--- src/rtl/ssd_pkg.sv ---
// ssd_pkg: shared types and helpers for the seven-segment scan controller.
// The helper highest_nonzero is only referenced when SSD_LZ_BLANK_EN is defined.
package ssd_pkg;

  localparam int BCD_W      = 4;
  localparam int MAX_DIGITS = 8;

  // All-ones anode pattern (every common-anode digit switched off), sliced by users.
  localparam logic [MAX_DIGITS-1:0] ANODE_OFF = '1;

  typedef enum logic {
    BLANK = 1'b0,
    SHOW  = 1'b1
  } scan_state_t;

  // Index of the most significant non-zero digit; 0 when every digit is zero.
  function automatic logic [2:0] highest_nonzero(input logic [BCD_W*MAX_DIGITS-1:0] vals);
    logic [2:0] hi;
    hi = 3'd0;
    for (int k = 0; k < MAX_DIGITS; k++) begin
      if (vals[k*BCD_W +: BCD_W] != '0) hi = 3'(k);
    end
    return hi;
  endfunction

endpackage

--- src/rtl/ssd_slot_timer.sv ---
// ssd_slot_timer: slot counter and digit index for the scan controller.
// All outputs are look-ahead decodes: they describe the slot position the
// counter will hold after the next clock edge, so the controller can register
// its outputs and have them line up exactly with the counter.
module ssd_slot_timer #(
  parameter int NUM_DIGITS   = 4,
  parameter int SCAN_DIV     = 50000,
  parameter int BLANK_CYCLES = 16,
  parameter int IDX_W        = $clog2(NUM_DIGITS)
) (
  input  logic             clk,
  input  logic             rst,
  output logic             slot_end,
  output logic             frame_end,
  output logic             in_blank,
  output logic [IDX_W-1:0] idx
);

  localparam int CNT_W = $clog2(SCAN_DIV);

  logic [CNT_W-1:0] cnt;
  logic [CNT_W-1:0] cnt_next;
  logic [IDX_W-1:0] idx_q;
  logic [IDX_W-1:0] idx_next;
  logic             cnt_last;
  logic             digit_last;

  // Next counter/index values and the decodes of that upcoming position.
  always_comb begin
    cnt_last   = (cnt == CNT_W'(SCAN_DIV - 1));
    digit_last = (idx_q == IDX_W'(NUM_DIGITS - 1));
    cnt_next   = cnt_last ? '0 : cnt + CNT_W'(1);
    idx_next   = idx_q;
    if (cnt_last) idx_next = digit_last ? '0 : idx_q + IDX_W'(1);
    slot_end   = (cnt_next == CNT_W'(SCAN_DIV - 1));
    frame_end  = slot_end && (idx_next == IDX_W'(NUM_DIGITS - 1));
    in_blank   = (cnt_next < CNT_W'(BLANK_CYCLES));
    idx        = idx_next;
  end

  // Slot counter wraps every SCAN_DIV cycles and steps the digit index.
  always_ff @(posedge clk) begin
    if (rst) begin
      cnt   <= '0;
      idx_q <= '0;
    end else begin
      cnt   <= cnt_next;
      idx_q <= idx_next;
    end
  end

endmodule

--- src/rtl/ssd_scan_ctrl.sv ---
// ssd_scan_ctrl: time-multiplexes one BCD-to-seven-segment decoder across
// NUM_DIGITS common-anode digits, with a dead-time blank at the start of
// every slot and a frame-stable shadow copy of the digit values.
// Optional macro SSD_LZ_BLANK_EN enables leading-zero blanking.
module ssd_scan_ctrl
  import ssd_pkg::*;
#(
  parameter int NUM_DIGITS   = 4,
  parameter int SCAN_DIV     = 50000,
  parameter int BLANK_CYCLES = 16
) (
  input  logic                        clk,
  input  logic                        rst,
  input  logic [BCD_W*NUM_DIGITS-1:0] digits_in,
  input  logic                        load,
  output logic [BCD_W-1:0]            Count_out,
  output logic [NUM_DIGITS-1:0]       anodes,
  output logic                        frame_done,
  output logic                        pending
);

  localparam int IDX_W = $clog2(NUM_DIGITS);
  localparam int DW    = BCD_W * NUM_DIGITS;

  logic              slot_end;
  logic              frame_end;
  logic              in_blank;
  logic [IDX_W-1:0]  idx;

  scan_state_t       state;
  logic [DW-1:0]     staging;
  logic [DW-1:0]     shadow;
  logic [DW-1:0]     shadow_next;
  logic [NUM_DIGITS-1:0] one_hot;
  logic [NUM_DIGITS-1:0] lit_mask;
  logic [BCD_W-1:0]  next_code;
`ifdef SSD_LZ_BLANK_EN
  logic [BCD_W*MAX_DIGITS-1:0] shadow_wide;
`endif

  ssd_slot_timer #(
    .NUM_DIGITS  (NUM_DIGITS),
    .SCAN_DIV    (SCAN_DIV),
    .BLANK_CYCLES(BLANK_CYCLES),
    .IDX_W       (IDX_W)
  ) u_timer (
    .clk      (clk),
    .rst      (rst),
    .slot_end (slot_end),
    .frame_end(frame_end),
    .in_blank (in_blank),
    .idx      (idx)
  );

  // Shadow value after the coming edge: swaps only on the frame boundary,
  // where a same-cycle load bypasses staging and wins over the staged value.
  always_comb begin
    shadow_next = shadow;
    if (frame_done) begin
      if (load)         shadow_next = digits_in;
      else if (pending) shadow_next = staging;
    end
    next_code = shadow_next[int'(idx)*BCD_W +: BCD_W];
  end

  // Anode pattern for the upcoming SHOW window of digit idx.
  always_comb begin
    one_hot  = {{(NUM_DIGITS-1){1'b0}}, 1'b1} << idx;
    lit_mask = ~one_hot;
`ifdef SSD_LZ_BLANK_EN
    shadow_wide             = '0;
    shadow_wide[DW-1:0]     = shadow;
    if (int'(idx) > int'(highest_nonzero(shadow_wide))) lit_mask = ANODE_OFF[NUM_DIGITS-1:0];
`endif
  end

  // Staging/shadow handshake: loads park in staging until the frame ends.
  always_ff @(posedge clk) begin
    if (rst) begin
      staging <= '0;
      shadow  <= '0;
      pending <= 1'b0;
    end else begin
      shadow <= shadow_next;
      if (load) staging <= digits_in;
      if (frame_done)  pending <= 1'b0;
      else if (load)   pending <= 1'b1;
    end
  end

  // Scan FSM with registered anode, code and frame outputs.
  always_ff @(posedge clk) begin
    if (rst) begin
      state      <= BLANK;
      anodes     <= ANODE_OFF[NUM_DIGITS-1:0];
      Count_out  <= '0;
      frame_done <= 1'b0;
    end else begin
      frame_done <= frame_end && slot_end;
      if (in_blank) Count_out <= next_code;
      case (state)
        BLANK: begin
          if (!in_blank) begin
            state  <= SHOW;
            anodes <= lit_mask;
          end
        end
        SHOW: begin
          if (in_blank) begin
            state  <= BLANK;
            anodes <= ANODE_OFF[NUM_DIGITS-1:0];
          end
        end
      endcase
    end
  end

endmodule

--- config.mk ---
export PLATFORM = sky130hd
export DESIGN_NAME = ssd_scan_ctrl
export DESIGN_NICKNAME = d
export VERILOG_FILES = /design/src/rtl/ssd_pkg.sv /design/src/rtl/ssd_slot_timer.sv /design/src/rtl/ssd_scan_ctrl.sv
export SDC_FILE = /design/constraint.sdc
export NUM_CORES = 1
export LEC_CHECK = 0
export ABC_CLOCK_PERIOD_IN_PS = 3000
export CAP_MARGIN = 20
export CORE_MARGIN = 4
export CORE_UTILIZATION = 31
export DETAILED_ROUTE_END_ITERATION = 16
export SYNTH_ARGS = -nofsm -noshare
export SYNTH_HDL_FRONTEND = slang
export SYNTH_SLANG_ARGS = --single-unit
export TNS_END_PERCENT = 10
--- constraint.sdc ---
create_clock -name clk -period 3 [get_ports clk]
set_clock_uncertainty 0.1 [all_clocks]
set_input_delay 0.45 -clock clk [delete_from_list [all_inputs] [get_ports clk]]
set_output_delay 0.45 -clock clk [all_outputs]
set_load 0.01 [all_outputs]
==> results.md, run 1 <==
| Item | Reported |
|:---|:---|
| Least setup slack across all paths after layout | 0.367 ns |
| Clock latency at the later pin of the worst-skew pair | 0.35 ns |
| Post-Synth Simple-Gate Area | 26.8% |
| CP Data Required Time | 3.17 ns |
| Clock tree from TritonCTS | done |
| Class of the tightest hold or removal check | flip-flop to flip-flop |
| Global routing usage summed across all routing layers | 13.0% |
| Worst Setup SP | u_timer.cnt[0] |
| Vias in the first global route | 2357 |
| Fraction of synthesized cell area taken by the top area cell type | 42.1% |
| Mean area per synthesized cell | 8.99 sq um |
| Antenna violations before repair | 0 |
| Standard-cell rows | 35 |
| Top flip-flop cell by instance count after synthesis | sky130_fd_sc_hd__dfxtp_1 |
| Most area-consuming cells after synthesis | sky130_fd_sc_hd__dfxtp_1 42%, sky130_fd_sc_hd__nor2_1 8.1%, sky130_fd_sc_hd__mux2i_1 5.9%, sky130_fd_sc_hd__a21oi_1 3.6%, sky130_fd_sc_hd__nor3_1 3.6% |
| Library cells used by synthesis | 59 |
| Length of the first detailed-routing pass in iterations | 4 |
| Initial cell density of the core | 31.6% |
| Count of buffers added by post-CTS timing repair for setup | 0 |
| Hold Worst Slack | 0.379 ns |
| Number of primary I/O pins | 29 |
| First-pass GRT wire length | 11.7 mm |
| Area used by multi-input combinational logic | 1600 sq um |
| Final GP Congestion | 0.837 |
| Worst Reg-to-Reg Cells | 7 |
| Asr flop ratio synth | 0% |
| Number of cells upsized or downsized after cts | 0 |
| Setup WS pre-CTS | 0.366 ns |
| Final instance area | 3520 sq um |
| Number of placed cells counting well taps | 449 |
| Share of post-route cells with drive strength above 1 | 11.9% |
| Fmax | 380 MHz |
| Die width | 105 microns |
| Clock root buffer | sky130_fd_sc_hd__clkbuf_8 |
| Instance count along the most critical hold path | 2 |
| MaxCap Viol Count | 0 |
| Die area | 11000 sq um |
| Count of vias placed by the detailed router | 2411 |
| Final number of setup-violating endpoints | 0 |
| Run status | finished clean |
| Synthesized area | 2900 sq um |
| Core outline area | 9200 sq um |
| Critical Path Fanout Max | 9 |
| Static leakage | 1.30 nW |
| Chip height | 105 microns |
| Synth Register Bits | 61 |
| Reg clk slew, reported paths | 0.07 ns |
| Final HPWL from detailed placement | 4.66 mm |
| Synthesis-to-finish area growth | 21.3% |
| Cell count after synthesis | 323 |
| Yosys Warn Count | 0 |
| Nature of the critical path endpoint | flip-flop |
| Largest net degree at the start of global routing | 55 |
| Startpoint of the worst hold path | shadow[1] |
| Number of flops mapped to enable cells by yosys | 0 |
| Residual DRC count | 0 |
| Worst reg2reg path startpoint | u_timer.cnt[0] |
| Power Dens Cells | 539 nW/um^2 |
| Violation count after the first detailed-route iteration | 85 |
| CTS H-tree lvls | 3 |
| Sinks on Clock Net | 61 |
| Max-slew violation total from the final report | 0 |
| Post-detailed-routing wire length | 6.71 mm |
| Post-layout utilization of the core | 38.3% |
| Number of hold buffers added after CTS | 0 |
| Final worst-path cycle share | 87.8% |
| Post-Syn Nets | 345 |
| Crit path DAT | 2.81 ns |
| Total congestion overflow | 0 |
| Cell Area, Placed | 3270 sq um |
| IO buf count | 28 |
| Fillcell total | 955 |
| Sequential fraction of the synthesis area | 42.1% |
| Adder and majority cell fraction of the synthesized area | 1.29% |
| Remaining antenna violation count after routing | 0 |
| Share of cell area taken by muxes after synthesis | 6.64% |
| Number of buffers inserted during clock tree synthesis | 9 |
| Count of inserted antenna diode cells | 0 |
| Net count reported at finish | 371 |
| Slew at the pin closest to its max-slew limit | 0.655 ns |
| Dominant cell type by area after synthesis | sky130_fd_sc_hd__dfxtp_1 |
| Peak supply drop | 299 uV |
| Mean routed wirelength per cell | 14.4 microns |
| Vias per cell | 5.18 |
| Setup_tns | 0 ns |
| Compound-cell area share of the yosys netlist | 16.0% |
| RSZ-0062 raised after global routing | no |
| Bufs on Longest Clock Path | 2 |
| Fraction of synthesized cell area in xor and xnor cells | 4.22% |
| Area used by sequential logic in the layout | 1220 sq um |
| Final-report hold violation count | 0 |
| Tightest slew margin relative to the limit | 55.9% |
| Critical path launch point type | flip-flop |
| Overall power consumption | 1.90 mW |
| Critical Setup Path Class | flip-flop to flip-flop |
| Number of non-filler instances in the completed layout | 465 |
| Combinational family with the most area after synthesis | simple AND/OR/NAND/NOR gates |
| Clock period minus worst slack | 2.63 ns |
[cells in the mapped netlist, drive strengths merged (2+ instances only)]
library cell	count
nand3	13
xor2	3
a211oi	2
nand4	5
and2	3
o22ai	3
clkbuf	10
nor3b	3
o221ai	2
o32ai	3
and3	2
ha	3
o22a	6
dfxtp	61
o21ai	9
o32a	2
mux2i	17
buf	7
inv	3
nor2	64
xnor2	11
nor4	5
or3	4
nor3	23
nand3b	3
nand2b	3
a31oi	2
a21oi	21
nand2	12
[layer usage]
metal  global-route usage [%]  share of wire [%]  wire length (microns)
met1                     16.8                 47                   3160
met2                     20.1                 46                   3120
met3                     4.76                4.7                    314
met4                     4.40                1.8                    120
met5                        0                  0                      0
[worst max-delay path: stages (launching register included)]
cell                       delay, ns
sky130_fd_sc_hd__dfxtp_1        0.41
sky130_fd_sc_hd__ha_1           0.26
sky130_fd_sc_hd__nand3_4        0.15
sky130_fd_sc_hd__or3_4          0.46
sky130_fd_sc_hd__o21ai_2        0.23
sky130_fd_sc_hd__and2_2         0.24
sky130_fd_sc_hd__mux4_2         0.52
sky130_fd_sc_hd__a211oi_2       0.18
[where the power goes]
| part | leakage (nW) | switching (mW) | total [mW] | internal (mW) |
|---|---|---|---|---|
| combinational | 0.692 | 0.0681 | 0.135 | 0.0669 |
| clock | 0.116 | 0.352 | 0.907 | 0.555 |
| sequential | 0.496 | 0.0209 | 0.854 | 0.833 |
[cell families after synthesis]
kind of cell / count (synthesis)
muxes: 18
AOI/OAI and AO/OA: 61
and+or+nand+nor: 146
DFF: 61
buffers and inverters: 20
xor gates and xnor gates: 14
adders and majority gates: 3
[final timing paths]
path                                     end  slack, ns
worst max-delay path            Count_out[3]       0.37
worst min-delay path               shadow[1]       0.38
worst max register to register  Count_out[3]       0.37
worst min register to register     shadow[1]       0.38
[flip-flops by register name, indices dropped and copies added (netlist names)]
register / flops
staging: 16
anodes: 4
Count_out: 4
u_timer.idx_q: 2
pending: 1
frame_done: 1
state: 1
u_timer.cnt: 16
shadow: 16
[layout make-up]
cell class / count / share of cell area [%]
clock buffer: 9 / 3.52
clock inverter: 7 / 3.48
inverter: 3 / 0.320
multi-input combinational: 242 / 45.4
sequential: 61 / 34.7
tap: 111 / 3.95
timing repair buffer: 32 / 8.67
[layout by cell type (no fill, tap or decap), types with 2 or more instances in the layout]
| master | netlist | layout |
|---|---|---|
| sky130_fd_sc_hd__clkdlybuf4s50_1 | 0 | 27 |
| sky130_fd_sc_hd__nand4_2 | 2 | 2 |
| sky130_fd_sc_hd__o21ai_0 | 6 | 6 |
| sky130_fd_sc_hd__ha_1 | 3 | 3 |
| sky130_fd_sc_hd__o32ai_1 | 3 | 3 |
| sky130_fd_sc_hd__o32a_1 | 2 | 2 |
| sky130_fd_sc_hd__nand2_1 | 12 | 12 |
| sky130_fd_sc_hd__a21oi_1 | 21 | 21 |
| sky130_fd_sc_hd__or3_4 | 2 | 2 |
| sky130_fd_sc_hd__nor3b_1 | 3 | 3 |
| sky130_fd_sc_hd__buf_4 | 2 | 4 |
| sky130_fd_sc_hd__nor2_1 | 63 | 63 |
| sky130_fd_sc_hd__mux2i_1 | 17 | 17 |
| sky130_fd_sc_hd__o22a_1 | 6 | 6 |
| sky130_fd_sc_hd__and2_1 | 2 | 2 |
| sky130_fd_sc_hd__dfxtp_1 | 61 | 61 |
| sky130_fd_sc_hd__and3_1 | 2 | 2 |
| sky130_fd_sc_hd__inv_1 | 3 | 3 |
| sky130_fd_sc_hd__xnor2_1 | 11 | 11 |
| sky130_fd_sc_hd__nor3_4 | 2 | 2 |
| sky130_fd_sc_hd__nor4_1 | 5 | 5 |
| sky130_fd_sc_hd__clkbuf_8 | 0 | 9 |
| sky130_fd_sc_hd__nand4_1 | 3 | 3 |
| sky130_fd_sc_hd__o221ai_1 | 2 | 2 |
| sky130_fd_sc_hd__or3_1 | 2 | 2 |
| sky130_fd_sc_hd__o22ai_1 | 3 | 3 |
| sky130_fd_sc_hd__a31oi_1 | 2 | 2 |
| sky130_fd_sc_hd__nand3_1 | 12 | 12 |
| sky130_fd_sc_hd__clkinvlp_4 | 0 | 2 |
| sky130_fd_sc_hd__bufinv_16 | 0 | 3 |
| sky130_fd_sc_hd__xor2_1 | 3 | 3 |
| sky130_fd_sc_hd__nand2b_1 | 3 | 3 |
| sky130_fd_sc_hd__nand3b_1 | 3 | 3 |
| sky130_fd_sc_hd__nor3_1 | 21 | 21 |
Note: power is estimated with default switching activity, not from simulation.
==> inputs of run 2 (changes only) <==
Settings changed: ABC_AREA set to 1.
==> results.md, run 2 <==
| Item | Reported | vs previous |
|:---|:---|:---|
| Run status | finished clean | unchanged |
| Final GP Congestion | 0.846 | was 0.837 |
| Library cells used by synthesis | 36 | was 59 |
| Most repeated cell in the gate-level netlist after synthesis | sky130_fd_sc_hd__nand2_1 | was sky130_fd_sc_hd__nor2_1 |
| Setup_tns | 0 ns | unchanged |
| Number of cells upsized or downsized after cts | 0 | unchanged |
| Top cell types by occurrence after synthesis | 110 x sky130_fd_sc_hd__nand2_1, 82 x sky130_fd_sc_hd__nor2_1, 61 x sky130_fd_sc_hd__dfxtp_1 | was 63 x sky130_fd_sc_hd__nor2_1, 61 x sky130_fd_sc_hd__dfxtp_1, 21 x sky130_fd_sc_hd__a21oi_1, 21 x sky130_fd_sc_hd__nor3_1, 17 x sky130_fd_sc_hd__mux2i_1 |
| Largest net degree at the start of global routing | 49 | was 55 |
| Violation count after the first detailed-route iteration | 129 | was 85 |
| Asr flop ratio synth | 0% | unchanged |
| Leading cell type in the layout, fill and taps excluded | sky130_fd_sc_hd__nand2_1 | was sky130_fd_sc_hd__nor2_1 |
| Total buffers and inverters traversed by the critical path | 1 | was 0 |
| Delay-heaviest family, CP | simple AND/OR/NAND/NOR gates | unchanged |
| Reg clk slew, reported paths | 0.07 ns | about the same |
| CTS H-tree lvls | 3 | unchanged |
| Mean routed wirelength per cell | 11.4 microns | was 14.4 microns |
| CP Data Required Time | 3.17 ns | about the same |
| Fraction of synthesized cell area taken by the top area cell type | 40.9% | was 42.1% |
| Destination of the critical timing path | frame_done | was Count_out[3] |
| Cells along the critical path | ha_1 -> nand3_4 -> nor2_2 -> nand3_1 -> nand2_1 -> inv_1 -> nor3_1 -> nand4_1 -> nor3_2 | was ha_1 -> nand3_4 -> or3_4 -> o21ai_2 -> and2_2 -> mux4_2 -> a211oi_2 |
| Dominant cell type by area after synthesis | sky130_fd_sc_hd__dfxtp_1 | unchanged |
| Number of flops mapped to enable cells by yosys | 0 | unchanged |
| Share of post-route cells with drive strength above 1 | 11.4% | was 11.9% |
| Final HPWL from detailed placement | 4.86 mm | was 4.66 mm |
| Count of vias placed by the detailed router | 2631 | was 2411 |
| Standard-cell rows | 35 | unchanged |
| Most frequent cells in the layout | 110 x sky130_fd_sc_hd__nand2_1, 82 x sky130_fd_sc_hd__nor2_1, 61 x sky130_fd_sc_hd__dfxtp_1 | was 63 x sky130_fd_sc_hd__nor2_1, 61 x sky130_fd_sc_hd__dfxtp_1, 27 x sky130_fd_sc_hd__clkdlybuf4s50_1 |
| Worst Setup SP | u_timer.cnt[0] | unchanged |
| Critical Path Fanout Max | 8 | was 9 |
| Sequential fraction of the synthesis area | 40.9% | was 42.1% |
| Bufs on Longest Clock Path | 2 | unchanged |
| Synthesis-to-finish area growth | 21.7% | was 21.3% |
| Nature of the critical path endpoint | flip-flop | unchanged |
| Count of buffers added by post-CTS timing repair for setup | 0 | unchanged |
| Net count reported at finish | 472 | was 371 |
| MaxCap Viol Count | 0 | unchanged |
| Worst Reg-to-Reg Cells | 9 | was 7 |
| Hold Worst Slack | 0.374 ns | was 0.379 ns |
| Antenna violations before repair | 0 | unchanged |
| Clock root buffer | sky130_fd_sc_hd__clkbuf_8 | unchanged |
| Die area | 11300 sq um | was 11000 sq um |
| Number of hold buffers added after CTS | 0 | unchanged |
| Final number of setup-violating endpoints | 0 | unchanged |
| Critical path launch point type | flip-flop | unchanged |
| Vias in the first global route | 2369 | was 2357 |
| Vias per cell | 4.51 | was 5.18 |
| Post-Syn Nets | 441 | was 345 |
| Clock tree from TritonCTS | done | unchanged |
| Largest stage delay on the critical path | 0.44 ns | was 0.52 ns |
| CP max stage cell | sky130_fd_sc_hd__dfxtp_1 | was sky130_fd_sc_hd__mux4_2 |
| Cell count after synthesis | 419 | was 323 |
| Peak supply drop | 262 uV | was 299 uV |
| Max-slew violation total from the final report | 0 | unchanged |
| Clock period minus worst slack | 2.29 ns | was 2.63 ns |
| Core outline area | 9280 sq um | was 9200 sq um |
| Worst reg2reg path startpoint | u_timer.cnt[0] | unchanged |
| Sinks on Clock Net | 61 | unchanged |
| Total congestion overflow | 0 | unchanged |
| Clock latency at the later pin of the worst-skew pair | 0.34 ns | was 0.35 ns |
| Critical Setup Path Class | flip-flop to flip-flop | unchanged |
| Class of the tightest hold or removal check | flip-flop to flip-flop | unchanged |
| Global routing usage summed across all routing layers | 12.4% | was 13.0% |
| Die width | 106 microns | was 105 microns |
| Remaining antenna violation count after routing | 0 | unchanged |
| Register-to-Register Setup Slack | 0.71 ns | was 0.37 ns |
| Final-report hold violation count | 0 | unchanged |
| Residual DRC count | 0 | unchanged |
| Slew at the pin closest to its max-slew limit | 0.567 ns | was 0.655 ns |
| Initial cell density of the core | 32.1% | was 31.6% |
| Most area-consuming cells after synthesis | sky130_fd_sc_hd__dfxtp_1 41%, sky130_fd_sc_hd__nand2_1 14%, sky130_fd_sc_hd__nor2_1 10%, sky130_fd_sc_hd__inv_1 4.8%, sky130_fd_sc_hd__mux2i_1 3.7% | was sky130_fd_sc_hd__dfxtp_1 42%, sky130_fd_sc_hd__nor2_1 8.1%, sky130_fd_sc_hd__mux2i_1 5.9%, sky130_fd_sc_hd__a21oi_1 3.6%, sky130_fd_sc_hd__nor3_1 3.6% |
| Regs by FF count | shadow: 16 flops, staging: 16 flops, u_timer.cnt: 16 flops | unchanged |
| Instance count along the most critical hold path | 2 | unchanged |
| Logic depth of the worst path, buffers included | 9 | was 7 |
| Chip height | 106 microns | was 105 microns |
| Number of buffers inserted during clock tree synthesis | 9 | unchanged |
| Overall power consumption | 1.82 mW | was 1.90 mW |
| Post-detailed-routing wire length | 6.66 mm | was 6.71 mm |
| Synthesized area | 2980 sq um | was 2900 sq um |
| Mean area per synthesized cell | 7.12 sq um | was 8.99 sq um |
| Post-layout utilization of the core | 39.1% | was 38.3% |
| First-pass GRT wire length | 11.1 mm | was 11.7 mm |
| Number of primary I/O pins | 29 | unchanged |
| Count of inserted antenna diode cells | 0 | unchanged |
| Final worst-path cycle share | 76.2% | was 87.8% |
| Power Dens Cells | 501 nW/um^2 | was 539 nW/um^2 |
| Crit path DAT | 2.45 ns | was 2.81 ns |
| Fmax | 438 MHz | was 380 MHz |
| Length of the first detailed-routing pass in iterations | 4 | unchanged |
| IO buf count | 28 | unchanged |
| Tightest slew margin relative to the limit | 62.1% | was 55.9% |
| Endpoint of the lowest-slack register-to-register path | frame_done | was Count_out[3] |
| Static leakage | 1.52 nW | was 1.30 nW |
| Final instance area | 3630 sq um | was 3520 sq um |
| Cell Area, Placed | 3390 sq um | was 3270 sq um |
| RSZ-0062 raised after global routing | no | unchanged |
| Yosys Warn Count | 0 | unchanged |
| Top flip-flop cell by instance count after synthesis | sky130_fd_sc_hd__dfxtp_1 | unchanged |
| Synth Register Bits | 61 | unchanged |
## run 2: final cells by class
class                           instances  area [sq um]
Clock buffer                           10           128
Clock inverter                          6           111
Multi-Input combinational cell        305          1550
Sequential cell                        61          1220
Inverter                               43           161
Timing Repair Buffer                   30           295
Tap cell                              129           161
Fill cell                             995          5650
## run 2: kinds of logic after synthesis
group,share of synthesized area (%)
simple gates,38.6
xor+xnor,0.587
buf+inv,7.01
mux,3.69
compound gates,7.93
fa+ha+maj,1.26
flops,40.9
## run 2: report_power, final
part	internal, mW	total, mW	leakage [nW]	switching, mW
Combinational	0.0427	0.0892	0.908	0.0465
Clock	0.552	0.893	0.116	0.341
Sequential	0.826	0.836	0.496	0.00977
Total	1.42	1.82	1.52	0.397
## run 2: worst min-delay path by stage
stage	startpoint	endpoint	slack, ns
final	staging[11]	staging[11]	0.37
after global routing	staging[11]	staging[11]	0.39
after CTS	staging[11]	staging[11]	0.38
after detailed placement	staging[11]	staging[11]	0.37
after global placement	staging[12]	staging[12]	0.36
after floorplan	shadow[11]	shadow[11]	0.34
## run 2: through the flow
stage          setup WS (ns)  std cells
2_1_floorplan           1.06        419
3_3_place_gp           0.480        568
3_5_place_dp           0.479        568
4_1_cts                0.709        584
5_1_grt                0.464        584
6_report               0.714        584
## run 2: worst reg2reg max path, stage by stage, from the launching register on
cell	delay (ns)
sky130_fd_sc_hd__dfxtp_1	0.44
sky130_fd_sc_hd__ha_1	0.33
sky130_fd_sc_hd__nand3_4	0.18
sky130_fd_sc_hd__nor2_2	0.18
sky130_fd_sc_hd__nand3_1	0.09
sky130_fd_sc_hd__nand2_1	0.22
sky130_fd_sc_hd__inv_1	0.22
sky130_fd_sc_hd__nor3_1	0.22
sky130_fd_sc_hd__nand4_1	0.13
sky130_fd_sc_hd__nor3_2	0.13
## run 2: layer usage
metal | track usage, % | share of wire [%] | vias to the layer above
li1 | - | - | 1394
met1 | 16.6 | 50 | 1184
met2 | 18.8 | 44 | 44
met3 | 3.34 | 3.7 | 9
met4 | 5.55 | 2.1 | 0
met5 | 0 | 0 | -
